`src/rtl/alu_exec_unit.sv`:
```
// EX-stage ALU: funct decode, single-cycle ADD/SUB/AND/OR/SLT/MFHI/MFLO, iterative MULTU/DIVU into HI/LO.
// Latency: single-cycle ops complete on the accept edge; MULTU/DIVU complete WIDTH edges after accept.
// Backpressure: in_ready is low while a mult/div iterates; in_valid in that window is ignored, not queued.
module alu_exec_unit #(
  parameter int WIDTH = 32
) (
  input  logic             clock,
  input  logic             reset,
  input  logic             in_valid,
  output logic             in_ready,
  input  logic [1:0]       alu_op,
  input  logic [5:0]       funct,
  input  logic [WIDTH-1:0] op_a,
  input  logic [WIDTH-1:0] op_b,
  output logic             out_valid,
  output logic [WIDTH-1:0] result,
  output logic             zero,
  output logic [3:0]       alu_ctl,
  output logic [WIDTH-1:0] hi,
  output logic [WIDTH-1:0] lo,
  output logic             div_zero,
  output logic             illegal
);

  localparam int CW = (WIDTH > 2) ? $clog2(WIDTH) : 1;

  localparam logic [3:0] CTL_AND   = 4'b0000;
  localparam logic [3:0] CTL_OR    = 4'b0001;
  localparam logic [3:0] CTL_ADD   = 4'b0010;
  localparam logic [3:0] CTL_SUB   = 4'b0110;
  localparam logic [3:0] CTL_SLT   = 4'b0111;
  localparam logic [3:0] CTL_MULTU = 4'b1000;
  localparam logic [3:0] CTL_DIVU  = 4'b1001;
  localparam logic [3:0] CTL_MFHI  = 4'b1010;
  localparam logic [3:0] CTL_MFLO  = 4'b1011;
  localparam logic [3:0] CTL_ILL   = 4'b1111;

  typedef enum logic [1:0] {
    S_IDLE = 2'b00,
    S_MUL  = 2'b01,
    S_DIV  = 2'b10
  } state_t;

  state_t state, state_nxt;

  // Iteration registers: acc is the running product high half / partial remainder,
  // shreg is the multiplier being consumed / dividend shifting out while quotient shifts in,
  // opnd is the multiplicand / divisor.
  logic [WIDTH-1:0] acc, shreg, opnd;
  logic [CW-1:0]    cnt;
  logic             dz_pend;

  logic [3:0]       dec_ctl;
  logic [WIDTH-1:0] sc_res;
  logic [WIDTH-1:0] acc_step, sh_step;
  logic [WIDTH:0]   mul_sum;
  logic [WIDTH:0]   rem_sh;
  logic [WIDTH:0]   rem_diff;
  logic             rem_ge;
  logic             accept;
  logic             last_iter;

  assign in_ready  = (state == S_IDLE);
  assign accept    = in_valid & in_ready;
  assign last_iter = (cnt == '0);

  // Decode alu_op/funct into the 4-bit control code; reserved alu_op behaves as add.
  always_comb begin
    dec_ctl = CTL_ADD;
    case (alu_op)
      2'b00:   dec_ctl = CTL_ADD;
      2'b01:   dec_ctl = CTL_SUB;
      2'b10: begin
        case (funct)
          6'b100000: dec_ctl = CTL_ADD;
          6'b100010: dec_ctl = CTL_SUB;
          6'b100100: dec_ctl = CTL_AND;
          6'b100101: dec_ctl = CTL_OR;
          6'b101010: dec_ctl = CTL_SLT;
          6'b011001: dec_ctl = CTL_MULTU;
          6'b011011: dec_ctl = CTL_DIVU;
          6'b010000: dec_ctl = CTL_MFHI;
          6'b010010: dec_ctl = CTL_MFLO;
          default:   dec_ctl = CTL_ILL;
        endcase
      end
      default: dec_ctl = CTL_ADD;
    endcase
  end

  // Single-cycle datapath; illegal codes produce zero.
  always_comb begin
    sc_res = '0;
    case (dec_ctl)
      CTL_ADD:  sc_res = op_a + op_b;
      CTL_SUB:  sc_res = op_a - op_b;
      CTL_AND:  sc_res = op_a & op_b;
      CTL_OR:   sc_res = op_a | op_b;
      CTL_SLT:  sc_res = {{(WIDTH-1){1'b0}}, ($signed(op_a) < $signed(op_b))};
      CTL_MFHI: sc_res = hi;
      CTL_MFLO: sc_res = lo;
      default:  sc_res = '0;
    endcase
  end

  // One mult/div iteration: shift-add (right-shifting product) or restoring subtract.
  // A zero divisor naturally yields an all-ones quotient and remainder = dividend.
  always_comb begin
    mul_sum  = {1'b0, acc} + (shreg[0] ? {1'b0, opnd} : '0);
    rem_sh   = {acc, shreg[WIDTH-1]};
    rem_diff = rem_sh - {1'b0, opnd};
    rem_ge   = (rem_sh >= {1'b0, opnd});
    acc_step = '0;
    sh_step  = '0;
    if (state == S_MUL) begin
      acc_step = mul_sum[WIDTH:1];
      sh_step  = {mul_sum[0], shreg[WIDTH-1:1]};
    end else begin
      acc_step = rem_ge ? rem_diff[WIDTH-1:0] : rem_sh[WIDTH-1:0];
      sh_step  = {shreg[WIDTH-2:0], rem_ge};
    end
  end

  // Next-state: leave IDLE only when a mult/div is accepted; return after the last iteration.
  always_comb begin
    state_nxt = state;
    case (state)
      S_IDLE: begin
        if (accept && dec_ctl == CTL_MULTU)     state_nxt = S_MUL;
        else if (accept && dec_ctl == CTL_DIVU) state_nxt = S_DIV;
      end
      S_MUL, S_DIV: if (last_iter) state_nxt = S_IDLE;
      default: state_nxt = S_IDLE;
    endcase
  end

  // State register.
  always_ff @(posedge clock) begin
    if (reset) state <= S_IDLE;
    else       state <= state_nxt;
  end

  // Datapath: latch operands on accept, iterate, and register results/pulses on completion.
  always_ff @(posedge clock) begin
    if (reset) begin
      acc       <= '0;
      shreg     <= '0;
      opnd      <= '0;
      cnt       <= '0;
      dz_pend   <= 1'b0;
      out_valid <= 1'b0;
      result    <= '0;
      zero      <= 1'b0;
      alu_ctl   <= 4'b0000;
      hi        <= '0;
      lo        <= '0;
      div_zero  <= 1'b0;
      illegal   <= 1'b0;
    end else begin
      out_valid <= 1'b0;
      div_zero  <= 1'b0;
      illegal   <= 1'b0;
      case (state)
        S_IDLE: begin
          if (accept) begin
            if (dec_ctl == CTL_MULTU) begin
              acc   <= '0;
              shreg <= op_b;
              opnd  <= op_a;
              cnt   <= CW'(WIDTH - 1);
            end else if (dec_ctl == CTL_DIVU) begin
              acc     <= '0;
              shreg   <= op_a;
              opnd    <= op_b;
              dz_pend <= (op_b == '0);
              cnt     <= CW'(WIDTH - 1);
            end else begin
              result    <= sc_res;
              zero      <= (sc_res == '0);
              alu_ctl   <= dec_ctl;
              out_valid <= 1'b1;
              illegal   <= (dec_ctl == CTL_ILL);
            end
          end
        end
        S_MUL, S_DIV: begin
          acc   <= acc_step;
          shreg <= sh_step;
          cnt   <= cnt - 1'b1;
          if (last_iter) begin
            hi        <= acc_step;
            lo        <= sh_step;
            result    <= sh_step;
            zero      <= (sh_step == '0);
            alu_ctl   <= (state == S_MUL) ? CTL_MULTU : CTL_DIVU;
            out_valid <= 1'b1;
            div_zero  <= (state == S_DIV) && dz_pend;
          end
        end
        default: ;
      endcase
    end
  end

endmodule
```
`config.mk`:
```
export PLATFORM = sky130hd
export DESIGN_NAME = alu_exec_unit
export DESIGN_NICKNAME = d
export VERILOG_FILES = /design/src/rtl/alu_exec_unit.sv
export SDC_FILE = /design/constraint.sdc
export NUM_CORES = 1
export LEC_CHECK = 0
export CAP_MARGIN = 10
export CELL_PAD_IN_SITES_DETAIL_PLACEMENT = 1
export CELL_PAD_IN_SITES_GLOBAL_PLACEMENT = 1
export CORE_MARGIN = 2
export CORE_UTILIZATION = 47
export CTS_CLUSTER_SIZE = 40
export DETAILED_ROUTE_END_ITERATION = 16
export GPL_TIMING_DRIVEN = 0
export HOLD_SLACK_MARGIN = 0.15
export PLACE_DENSITY_LB_ADDON = 0.1
export SLEW_MARGIN = 20
export SYNTH_ARGS = -nofsm -noshare
export SYNTH_HDL_FRONTEND = slang
export SYNTH_SLANG_ARGS = --single-unit
```
`constraint.sdc`:
```
create_clock -name clock -period 6.8 [get_ports clock]
set_input_delay 0.68 -clock clock [delete_from_list [all_inputs] [get_ports clock]]
set_output_delay 0.68 -clock clock [all_outputs]
set_load 0.03 [all_outputs]
```
==> results.sh <==
export IMPL_status="complete, no violations"
export IMPL_synth_seq_area_share_pct=22.6
export IMPL_critical_path_class="input pin to flip-flop"
export IMPL_syn2layout_area_growth_pct=17.0
export IMPL_wl_um=94100
export IMPL_yosysUniqueCellTypes=86
export IMPL_maxSlewHeadroom_pct=22.9
export IMPL_grt_pass1_vias=22500
export IMPL_syn_inst=2501
export IMPL_multi_input_area_um2=13100
export IMPL_dieArea_um2=40800
export IMPL_cts_sinks=208
export IMPL_slew_violations=0
export IMPL_synth_fp_nets=2749
export IMPL_start_kind="input pin"
export IMPL_port_buffers=178
export IMPL_yosys_warnings=0
export IMPL_report_power_total_mw=3.43
export IMPL_seq_area_um2=4160
export IMPL_htreeDepth=1
export IMPL_worst_pin_slew_ns=1.15
export IMPL_worstPathRequired_ns=7.20
export IMPL_start_util_pct=47.7
export IMPL_cts_resized=0
export IMPL_final_common_cell="a21oi_1"
export IMPL_fin_crit_sh_pct=87.9
export IMPL_path_max_fanout=10
export IMPL_wire_per_inst_um=29.1
export IMPL_grt_remaining_overflow=0
export IMPL_clk_pin_slew_worst_paths_ns=0.07
export IMPL_insertion_delay_ns=0.50
export IMPL_ys_ff_latch=208
export IMPL_postCtsSetupBuffers=0
export IMPL_row_count=72
export IMPL_grt_setup_unrepaired="false"
export IMPL_setup_violations=0
export IMPL_synth_edf_count=0
export IMPL_antenna_left=0
export IMPL_cts_tree="done"
export IMPL_p_leak_nw=8.18
export IMPL_clockBufferDepth=3
export IMPL_fp_dieH_um=202
export IMPL_synth_area_leaders="dfxtp_1 23%, ha_1 11%, a21oi_1 7.5%"
export IMPL_worst_slack_ns=0.823
export IMPL_drt_initial_drc_count=2260
export IMPL_post_dp_hpwl_um=74700
export IMPL_viasPerCell=6.77
export IMPL_die_w_um=202
export IMPL_crit_path_end_kind="flip-flop"
export IMPL_root_buffer="clkbuf_16"
export IMPL_final_area_um2=21500
export IMPL_n_fill_cell=4914
export IMPL_vias=21900
export IMPL_timing_final_hold_violations=0
export IMPL_fin_skew_ns=0.0172
export IMPL_cts_buffers=19
export IMPL_ir_drop_mv=0.192
export IMPL_antenna_found_initial=5
export IMPL_drtPass1Iterations=6
export IMPL_max_freq_mhz=167
export IMPL_fin_crit_ns=5.98
export IMPL_fin_setup_tns_ns=0
export IMPL_pin_count=180
export IMPL_synth_top_area_cell="dfxtp_1"
export IMPL_grt_max_degree=17
export IMPL_synthesis_area_um2=18400
export IMPL_synthDominantCellAreaShare_pct=22.6
export IMPL_hold_buffers=0
export IMPL_maxCapViolCount=0
export IMPL_synth_area_per_cell_um2=7.36
export IMPL_dominantRegCellSynth="dfxtp_1"
export IMPL_nNetsFinal=2949
export IMPL_globalRouteTotalUtil_pct=44.8
export IMPL_powerDensity_nw_per_um2=159
export IMPL_grt_pass1_wl_um=140000
export IMPL_drive_gt1_share_pct=2.73
export IMPL_arrival_ns=6.38
export IMPL_coreArea_um2=38600
export IMPL_final_cell_mix="275 x a21oi_1, 260 x nor2_1, 241 x nand2_1, 208 x dfxtp_1, 178 x clkdlybuf4s50_1"
export IMPL_dpl_cell_area_um2=20900
export IMPL_drc=0
export IMPL_synth_async_reset_ratio_pct=0
export IMPL_pre_cts_slack_ns=0.756
export IMPL_hold_path_class="flip-flop to flip-flop"
export IMPL_gp_congestion=1.02
## metal layers
layer	vias to the layer above	wire (um)	track usage, %
met5	-	45	0
met4	6	8070	32.8
met3	450	9040	10.8
li1	9457	-	-
met1	10700	36200	53.5
met2	1272	40800	70.4
## synthesized netlist by cell type, drive strengths merged, types with 20 or more instances
master and count:
o31ai 22, mux2i 95, a21oi 275, a211oi 111, buf 28, xor2 23
nor4 21, a21o 43, dfxtp 208, xnor2 36, o221ai 20, o21ai 120
o21a 20, nand3 42, inv 154, nand4 23, nand2b 33, and2 40
o211ai 63, nor2b 21, nor3 43, nand2 241, ha 169, clkbuf 130
nor2 261, a22oi 20
## critical path, stage by stage
cell,delay (ns)
clkdlybuf4s50_1,0.68
nor4b_1,0.13
a32oi_2,0.26
nand3_1,0.88
nand3_1,0.71
buf_2,0.38
buf_2,0.38
clkbuf_1,0.57
a21oi_1,0.12
o31ai_1,0.47
o211ai_1,0.26
nor4_1,0.44
nand4b_1,0.14
o31ai_1,0.26
## path summary, 6_finish.rpt
path	startpoint	endpoint	slack [ns]	cells past startpoint
worst max register to register	shreg[0]	hi[30]	1.16	16
worst max-delay path	funct[2]	zero	0.82	14
worst min register to register	result[25]	result[25]	0.47	2
worst min-delay path	result[25]	result[25]	0.47	2
## metrics by stage
stage	std cells	hold slack, ns	util, %
3_3_place_gp	3197	0.442	53.9
5_1_grt	3231	0.475	55.7
4_1_cts	3230	0.467	55.7
3_5_place_dp	3198	0.455	54.0
6_report	3232	0.471	55.7
2_1_floorplan	2501	0.414	-
## registers in the layout, indices dropped and copies added (netlist names), 2 cells and up
register	flops
hi	32
shreg	32
lo	32
alu_ctl	4
state	2
result	32
acc	32
cnt	5
opnd	32
## cells by family after synthesis
kind of cell,count (synthesis),share of synthesized area (%)
buffers and inverters,313,6.47
AO/OA/AOI/OAI,849,30.5
flip-flops,208,22.6
AND/OR/NAND/NOR,800,20.3
multiplexers,99,5.41
adder cells (fa/ha/maj),173,11.9
XOR/XNOR,59,2.81
## layout make-up
class / instances / area share (%)
multi-input cells: 1980 / 60.7
flip-flops and latches: 208 / 19.3
repair buffers: 179 / 8.29
well taps: 518 / 3.01
plain buffers: 158 / 2.83
inverters: 155 / 2.70
clock buffers: 25 / 2.50
clock inverters: 7 / 0.656
diodes: 2 / 0.0232
## power breakdown
part	internal [mW]	total, mW	leakage [nW]	switching [mW]
Clock	0.710	1.22	0.330	0.508
Sequential	1.24	1.26	1.68	0.0233
Combinational	0.316	0.952	6.17	0.636
Power figures use the tool's default switching activity.
